[src/rtl/sync_fifo_wc_pkg.sv]
// Sizing math and configuration legality for the width-converting FIFO.
// The lane ratio and per-side unit counts are derived here from the two data widths.
package sync_fifo_wc_pkg;

    function automatic int clog2(input int v);
        int r;
        r = 0;
        while ((1 << r) < v) r++;
        return r;
    endfunction

    function automatic int narrow_dw(input int wr_dw, input int rd_dw);
        return (wr_dw < rd_dw) ? wr_dw : rd_dw;
    endfunction

    function automatic int wide_dw(input int wr_dw, input int rd_dw);
        return (wr_dw < rd_dw) ? rd_dw : wr_dw;
    endfunction

    function automatic int ratio(input int wr_dw, input int rd_dw);
        return wide_dw(wr_dw, rd_dw) / narrow_dw(wr_dw, rd_dw);
    endfunction

    function automatic int wr_units(input int wr_dw, input int rd_dw);
        return wr_dw / narrow_dw(wr_dw, rd_dw);
    endfunction

    function automatic int rd_units(input int wr_dw, input int rd_dw);
        return rd_dw / narrow_dw(wr_dw, rd_dw);
    endfunction

    function automatic bit is_pow2(input int v);
        return (v > 0) && ((v & (v - 1)) == 0);
    endfunction

    function automatic bit cfg_ok(input int depth, input int wr_dw, input int rd_dw);
        return (wide_dw(wr_dw, rd_dw) % narrow_dw(wr_dw, rd_dw) == 0) &&
               is_pow2(ratio(wr_dw, rd_dw)) && is_pow2(depth) &&
               (depth >= 2 * ratio(wr_dw, rd_dw));
    endfunction

endpackage

[src/rtl/sync_fifo_wc_if.sv]
// Producer/consumer handshake and status bundle of the width-converting FIFO.
interface sync_fifo_wc_if #(
    parameter int WR_DW = 8,
    parameter int RD_DW = 32,
    parameter int LVL_W = 6
);
    logic             wr_en;
    logic [WR_DW-1:0] din;
    logic             rd_en;
    logic [RD_DW-1:0] dout;
    logic             full;
    logic             empty;
    logic             almost_full;
    logic             almost_empty;
    logic [LVL_W-1:0] level;
    logic             overflow;
    logic             underflow;

    modport master (
        output wr_en, din, rd_en,
        input  dout, full, empty, almost_full, almost_empty, level, overflow, underflow
    );

    modport slave (
        input  wr_en, din, rd_en,
        output dout, full, empty, almost_full, almost_empty, level, overflow, underflow
    );
endinterface

[src/rtl/sync_fifo_wc_sdp_ram_be.sv]
// Simple dual-port RAM with per-lane write enables and a registered, resettable read port.
module sync_sdp_ram_be
    import sync_fifo_wc_pkg::*;
#(
    parameter int LANES   = 4,
    parameter int LANE_DW = 8,
    parameter int ROWS    = 8,
    localparam int AW     = clog2(ROWS)
) (
    input  logic                          clk,
    input  logic                          rst,
    input  logic                          we,
    input  logic [LANES-1:0]              be,
    input  logic [AW-1:0]                 waddr,
    input  logic [LANES-1:0][LANE_DW-1:0] wdata,
    input  logic                          re,
    input  logic [AW-1:0]                 raddr,
    output logic [LANES-1:0][LANE_DW-1:0] rdata
);
    logic [LANES-1:0][LANE_DW-1:0] mem [ROWS];

    always_ff @(posedge clk) begin
        if (we) begin
            for (int i = 0; i < LANES; i++)
                if (be[i]) mem[waddr][i] <= wdata[i];
        end
    end

    // rdata only moves on a read, so it doubles as the held output word
    always_ff @(posedge clk) begin
        if (rst)     rdata <= '0;
        else if (re) rdata <= mem[raddr];
    end
endmodule

[src/rtl/sync_fifo_wc.sv]
// Single-clock FIFO with asymmetric write/read widths, optional FWFT and level flags.
// Storage rows are one wide word; pointers and level count narrow lanes.
module sync_fifo_wc
    import sync_fifo_wc_pkg::*;
#(
    parameter int DEPTH  = 32,
    parameter int WR_DW  = 8,
    parameter int RD_DW  = 32,
    parameter int FWFT   = 0,
    parameter int AF_LVL = DEPTH - 4,
    parameter int AE_LVL = 4
) (
    input  logic          clk,
    input  logic          rst,
    sync_fifo_wc_if.slave bus
);
    localparam int NW    = narrow_dw(WR_DW, RD_DW);
    localparam int MW    = wide_dw(WR_DW, RD_DW);
    localparam int RATIO = ratio(WR_DW, RD_DW);
    localparam int WR_U  = wr_units(WR_DW, RD_DW);
    localparam int RD_U  = rd_units(WR_DW, RD_DW);
    localparam int AW    = clog2(DEPTH);
    localparam int PW    = AW + 1;
    localparam int LSH   = clog2(RATIO);
    localparam int ROWS  = DEPTH / RATIO;
    localparam logic [PW-1:0] FULL_TH = PW'(DEPTH - WR_U);

    if (!cfg_ok(DEPTH, WR_DW, RD_DW)) begin : g_bad_cfg
        $error("sync_fifo_wc: DEPTH and width ratio must be powers of two, DEPTH >= 2*RATIO");
    end

    logic [PW-1:0]    wptr, rptr, level_n;
    logic             wr_acc, rd_acc, ram_re, empty_n;
    logic [RATIO-1:0] be;
    logic [MW-1:0]    wdata, rdata;

    assign wr_acc = bus.wr_en && !bus.full;
    assign rd_acc = bus.rd_en && !bus.empty;

    always_comb begin
        level_n = bus.level;
        if (wr_acc) level_n = level_n + PW'(WR_U);
        if (rd_acc) level_n = level_n - PW'(RD_U);
    end

    if (FWFT != 0) begin : g_fwft
        // The RAM read register is the prefetch slot: empty tracks whether it holds a word.
        logic [PW-1:0] mem_cnt;
        assign mem_cnt = wptr - rptr;
        always_comb begin
            ram_re  = (mem_cnt >= PW'(RD_U)) && (bus.empty || rd_acc);
            empty_n = !ram_re && (bus.empty || rd_acc);
        end
    end else begin : g_std
        always_comb begin
            ram_re  = rd_acc;
            empty_n = level_n < PW'(RD_U);
        end
    end

    if (WR_DW >= RD_DW) begin : g_wr_wide
        assign wdata = bus.din;
        assign be    = '1;
    end else begin : g_wr_narrow
        // Replicate across lanes and let the lane enable pick the slot.
        assign wdata = {RATIO{bus.din}};
        assign be    = RATIO'(1) << wptr[LSH-1:0];
    end

    if (RD_DW >= WR_DW) begin : g_rd_wide
        assign bus.dout = rdata;
    end else begin : g_rd_narrow
        logic [LSH-1:0]             rlane_q;
        logic [RATIO-1:0][NW-1:0]   lanes;
        assign lanes = rdata;
        always_ff @(posedge clk) begin
            if (rst)         rlane_q <= '0;
            else if (ram_re) rlane_q <= rptr[LSH-1:0];
        end
        assign bus.dout = lanes[rlane_q];
    end

    sync_sdp_ram_be #(
        .LANES   (RATIO),
        .LANE_DW (NW),
        .ROWS    (ROWS)
    ) u_ram (
        .clk   (clk),
        .rst   (rst),
        .we    (wr_acc),
        .be    (be),
        .waddr (wptr[AW-1:LSH]),
        .wdata (wdata),
        .re    (ram_re),
        .raddr (rptr[AW-1:LSH]),
        .rdata (rdata)
    );

    always_ff @(posedge clk) begin
        if (rst) begin
            wptr             <= '0;
            rptr             <= '0;
            bus.level        <= '0;
            bus.full         <= 1'b0;
            bus.empty        <= 1'b1;
            bus.almost_full  <= (AF_LVL == 0);
            bus.almost_empty <= 1'b1;
            bus.overflow     <= 1'b0;
            bus.underflow    <= 1'b0;
        end else begin
            if (wr_acc) wptr <= wptr + PW'(WR_U);
            if (ram_re) rptr <= rptr + PW'(RD_U);
            bus.level        <= level_n;
            bus.full         <= (level_n > FULL_TH);
            bus.empty        <= empty_n;
            bus.almost_full  <= (level_n >= PW'(AF_LVL));
            bus.almost_empty <= (level_n <= PW'(AE_LVL));
            if (bus.wr_en && bus.full)  bus.overflow  <= 1'b1;
            if (bus.rd_en && bus.empty) bus.underflow <= 1'b1;
        end
    end
endmodule

[src/flat_wrapper.sv]
// flat-port wrapper written by rule: the top's interface ports become plain ports
module sync_fifo_wc_flat import sync_fifo_wc_pkg::*;
#(
    parameter int DEPTH  = 32,
    parameter int WR_DW  = 8,
    parameter int RD_DW  = 32,
    parameter int FWFT   = 0,
    parameter int AF_LVL = DEPTH - 4,
    parameter int AE_LVL = 4
)
  (clk, rst, bus_wr_en, bus_din, bus_rd_en, bus_dout, bus_full, bus_empty, bus_almost_full, bus_almost_empty, bus_level, bus_overflow, bus_underflow);
  sync_fifo_wc_if #(.WR_DW(WR_DW), .RD_DW(RD_DW)) bus_i ();
  input  logic clk;
  input  logic rst;
  input wire logic [$bits(bus_i.wr_en)-1:0] bus_wr_en;
  input wire logic [$bits(bus_i.din)-1:0] bus_din;
  input wire logic [$bits(bus_i.rd_en)-1:0] bus_rd_en;
  output wire logic [$bits(bus_i.dout)-1:0] bus_dout;
  output wire logic [$bits(bus_i.full)-1:0] bus_full;
  output wire logic [$bits(bus_i.empty)-1:0] bus_empty;
  output wire logic [$bits(bus_i.almost_full)-1:0] bus_almost_full;
  output wire logic [$bits(bus_i.almost_empty)-1:0] bus_almost_empty;
  output wire logic [$bits(bus_i.level)-1:0] bus_level;
  output wire logic [$bits(bus_i.overflow)-1:0] bus_overflow;
  output wire logic [$bits(bus_i.underflow)-1:0] bus_underflow;
  assign bus_i.wr_en = bus_wr_en;
  assign bus_i.din = bus_din;
  assign bus_i.rd_en = bus_rd_en;
  assign bus_dout = bus_i.dout;
  assign bus_full = bus_i.full;
  assign bus_empty = bus_i.empty;
  assign bus_almost_full = bus_i.almost_full;
  assign bus_almost_empty = bus_i.almost_empty;
  assign bus_level = bus_i.level;
  assign bus_overflow = bus_i.overflow;
  assign bus_underflow = bus_i.underflow;
  sync_fifo_wc #(.DEPTH(DEPTH), .WR_DW(WR_DW), .RD_DW(RD_DW), .FWFT(FWFT), .AF_LVL(AF_LVL), .AE_LVL(AE_LVL)) u_core (.clk(clk), .rst(rst), .bus(bus_i));
endmodule
[config.mk]
export PLATFORM = sky130hd
export DESIGN_NAME = sync_fifo_wc_flat
export DESIGN_NICKNAME = d
export VERILOG_FILES = /design/src/rtl/sync_fifo_wc_pkg.sv /design/src/rtl/sync_fifo_wc_if.sv /design/src/rtl/sync_fifo_wc_sdp_ram_be.sv /design/src/rtl/sync_fifo_wc.sv /design/src/flat_wrapper.sv
export SDC_FILE = /design/constraint.sdc
export NUM_CORES = 1
export LEC_CHECK = 0
export CORE_AREA = 2 2 226 183
export DETAILED_ROUTE_END_ITERATION = 16
export DIE_AREA = 0 0 228 185
export DONT_BUFFER_PORTS = 1
export PLACE_DENSITY_LB_ADDON = 0.15
export SETUP_SLACK_MARGIN = 0.5
export SLEW_MARGIN = 20
export SYNTH_ARGS = -nofsm -noshare
export SYNTH_HDL_FRONTEND = slang
export SYNTH_SLANG_ARGS = --single-unit
[constraint.sdc]
create_clock -name clk -period 2.3 [get_ports clk]
set_input_delay 0.46 -clock clk [delete_from_list [all_inputs] [get_ports clk]]
set_output_delay 0.46 -clock clk [all_outputs]
set_load 0.005 [all_outputs]
==> results.md <==
* Rel. slew slack at 0.708
* Initial DRC count at 320
* Vias in the first global route at a little over 6000
* Setup crit end kind: register
* Max Freq at 495 MHz
* Slew Viols, Final at 0
* TritonCTS Buffers at 35
* Synthesis-to-finish area growth at 19.9%
* GPL Wtd Cong at a little under 0.8
* Power Density at 952 nW/um^2
* Unique masters post-synth at 41
* H-Tree Depth at 2
* Synthesis Warnings at 0
* Async S/R FF share, synth at 0
* Register area share after synthesis at 0.738
* CTS clk-pin slew, worst paths at around 0.06 ns
* CTS Buffer Depth at 3
* Final setup fails at 0
* Worst Max-Slew Pin Slew at ~0.44 ns
* Routed wire length at 27.4 mm
* Placed cell areas at between 10000 and 15000 sq um
* Synth Instances at 640
* CTS tree: built
* Final Skew at between 0.02 and 0.025 ns
* Horiz. Die Dim at roughly 230 microns
* Worst hold path type: input pin to register
* Post-Syn Nets at ~660
* CP cell instances: and2b_2 -> and4_4 -> xnor2_4 -> ha_4 -> xnor3_1 -> or3_1 -> a31oi_1
* Most numerous cell in the Yosys netlist: edfxtp_1
* DR DRC count at 0
* Worst skew pair latency at about 0.52 ns
* Final Critical Period at roughly 2.0 ns
* Row count at 66
* Post-synth design cell area at 11800 sq um
* Status: completed
* Grt ovf at 0
* Ant diodes at 0
* Avg Inst Size Synth at approximately 18 sq um
* Nets at approximately 720
* Fin crit share at 0.878
* Post-synth top area share at 0.650
* Number of synthesized register bits at 308
* Root Buffer: clkbuf_16
* Post-detailed-route wirelength per cell at roughly 22 microns
* Gr usage total at 0.131
* Worst EP arrival at about 2.5 ns
* Largest area contributor in the netlist: edfxtp_1
* Core box area at around 40000 sq um
* Dominant synthesized flop cell: edfxtp_1
* CP Launch Type: register
* Fillers at approximately 3800
* Worst-path fanout max at 6
* Required @ worst endpoint at about 2.7 ns
* EDFF count, synth at between 200 and 300
* Reg2reg setup slack at 0.28 ns
* Final setup TNS at 0 ns
* CP max stage delay at between 0.3 and 0.4 ns
* DRT Pass-1 Iters at 6
* Synth area leaders: edfxtp_1, mux4_2, dfxtp_1, mux2i_1, nor2_1
* Post-DRT Antenna Nets at 0
* Placed Instances at between 1000 and 1500
* Die Footprint at 42200 sq um
* Ports at 56
* Post-DP HPWL at ~16 mm
* Fin cells at ~1300
* Max_cap viols at 0
* RSZ-0062 raised after global routing: yes
* Antenna violations before repair at 0
* Critical Path Slowest Stage Cell: or3_1
* CP Class: register to register
* Fraction of layout cells with a size suffix above 1 at 0.276
* Vias per cell at roughly 4.6
* Pleak at 0.00440 uW
* Initial Util at 0.295
* Clk sink count at just over 300
* Design Power at approximately 14000 uW
* Via count at a little under 6000
* IO buf count at 0
* Final instance area at around 14000 sq um
* Largest net degree at the start of global routing at 52
* Die Y at between 150 and 200 microns
* Fin. Hold Viols at 0
* Global-route wire length before repair at between 40 and 50 mm
* Max VDD drop at 0.400 mV
* Synth cell count leaders: edfxtp_1, nor2_1, mux4_2
==> final timing paths <==
check	endpoint	startpoint	cells after the start
setup reg to reg	u_core.bus.almost_full	u_core.bus.full	7
hold / removal	u_core.u_ram.mem[2][20]	bus_din[4]	0
hold reg to reg	u_core.bus.underflow	u_core.bus.underflow	2
setup / recovery	u_core.bus.almost_full	u_core.bus.full	7
==> cell usage in the layout (no fill, tap or decap), types with 2 or more instances in the layout <==
cell type / netlist / final
clkbuf_16: 0 / 36
mux4_2: 64 / 64
dfxtp_4: 0 / 4
xor2_1: 3 / 3
clkbuf_1: 18 / 14
clkinv_1: 0 / 3
nand3_1: 2 / 2
nor2_2: 0 / 5
dlygate4sd3_1: 0 / 2
or3_1: 4 / 4
buf_12: 0 / 4
nand2b_1: 3 / 2
nand2_1: 17 / 16
or3b_2: 2 / 2
mux2i_4: 0 / 2
ha_1: 7 / 5
xnor2_1: 9 / 5
ha_4: 0 / 2
edfxtp_1: 256 / 256
mux2i_1: 36 / 33
a21oi_1: 5 / 5
clkbuf_8: 0 / 4
a211oi_1: 32 / 32
o21ai_1: 0 / 2
dfxtp_1: 52 / 46
clkinv_8: 0 / 2
inv_1: 4 / 3
dfxtp_2: 0 / 2
nand3b_1: 3 / 3
buf_16: 0 / 3
xnor2_2: 0 / 3
buf_4: 5 / 50
nor2_1: 83 / 78
clkinv_2: 0 / 3
==> per-stage QoR <==
step / setup slack (ns) / utilization / hold slack [ns]
finish: 0.280 / 0.353 / 0.0379
CTS: 0.321 / 0.350 / 0.0121
global route: 0.184 / 0.353 / 0.00939
global placement: 0.262 / 0.319 / 0.490
detailed placement: 0.188 / 0.319 / 0.495
floorplan: 0.391 / - / 0.460
==> critical path, delay by kind of cell (launching register included) <==
kind / cells / cell delay [ns]
AOI/OAI and AO/OA: 1 / 0.18
xor gates and xnor gates: 2 / 0.36
adders and majority gates: 1 / 0.18
DFF: 1 / 0.36
and+or+nand+nor: 3 / 0.84
==> power by group <==
| group | internal, uW | switching, uW |
|---|---|---|
| logic | 909 | 860 |
| registers | 6290 | 219 |
| clock network | 3080 | 2140 |
| total | 10300 | 3220 |
==> logic make-up (layout without fill, tap and decap cells) <==
| family | after synthesis | count (layout) | share of synthesized area |
|---|---|---|---|
| and+or+nand+nor | 123 | 123 | 0.0462 |
| xor gates and xnor gates | 13 | 13 | 0.0108 |
| DFF | 308 | 308 | 0.738 |
| buffers and inverters | 40 | 129 | 0.0154 |
| adders and majority gates | 7 | 7 | 0.00740 |
| muxes | 100 | 100 | 0.152 |
| AOI/OAI and AO/OA | 49 | 49 | 0.0301 |
==> registers in the layout, indices dropped and copies added (netlist names) <==
name and flops:
u_core.u_ram.mem 256, u_core.u_ram.rdata 32, u_core.bus.level 6, u_core.wptr 5
u_core.rptr 3, u_core.bus.almost_empty 1, u_core.bus.almost_full 1, u_core.bus.empty 1
u_core.bus.full 1, u_core.bus.overflow 1, u_core.bus.underflow 1
==> per-layer routing <==
layer	GRT usage	share of wire	vias to the layer above
met5	0	0	-
met4	0.0356	0.017	0
met3	0.0308	0.047	38
met2	0.219	0.49	117
met1	0.172	0.45	3077
li1	-	-	2674
==> cell type report <==
| cell class | instances | area (sq um) | area share |
|---|---|---|---|
| Timing Repair Buffer | 62 | 609 | 0.0430 |
| Multi-Input combinational cell | 292 | 3050 | 0.215 |
| Sequential cell | 308 | 8750 | 0.617 |
| Clock inverter | 10 | 97.6 | 0.00688 |
| Inverter | 4 | 15.0 | 0.00106 |
| Tap cell | 544 | 681 | 0.0480 |
| Clock buffer | 53 | 983 | 0.0693 |
==> what timing repair did <==
action / CTS / global route
endpoints found under the hold margin: 30 / 0
resized for setup: 7 / 15
pin swaps: 2 / 2
endpoints found under the setup margin: 90 / 15
buffers inserted: 7 / 6
cloned: 1 / 1
hold buffers: 3 / 0
Note: power is estimated with default switching activity, not from simulation.
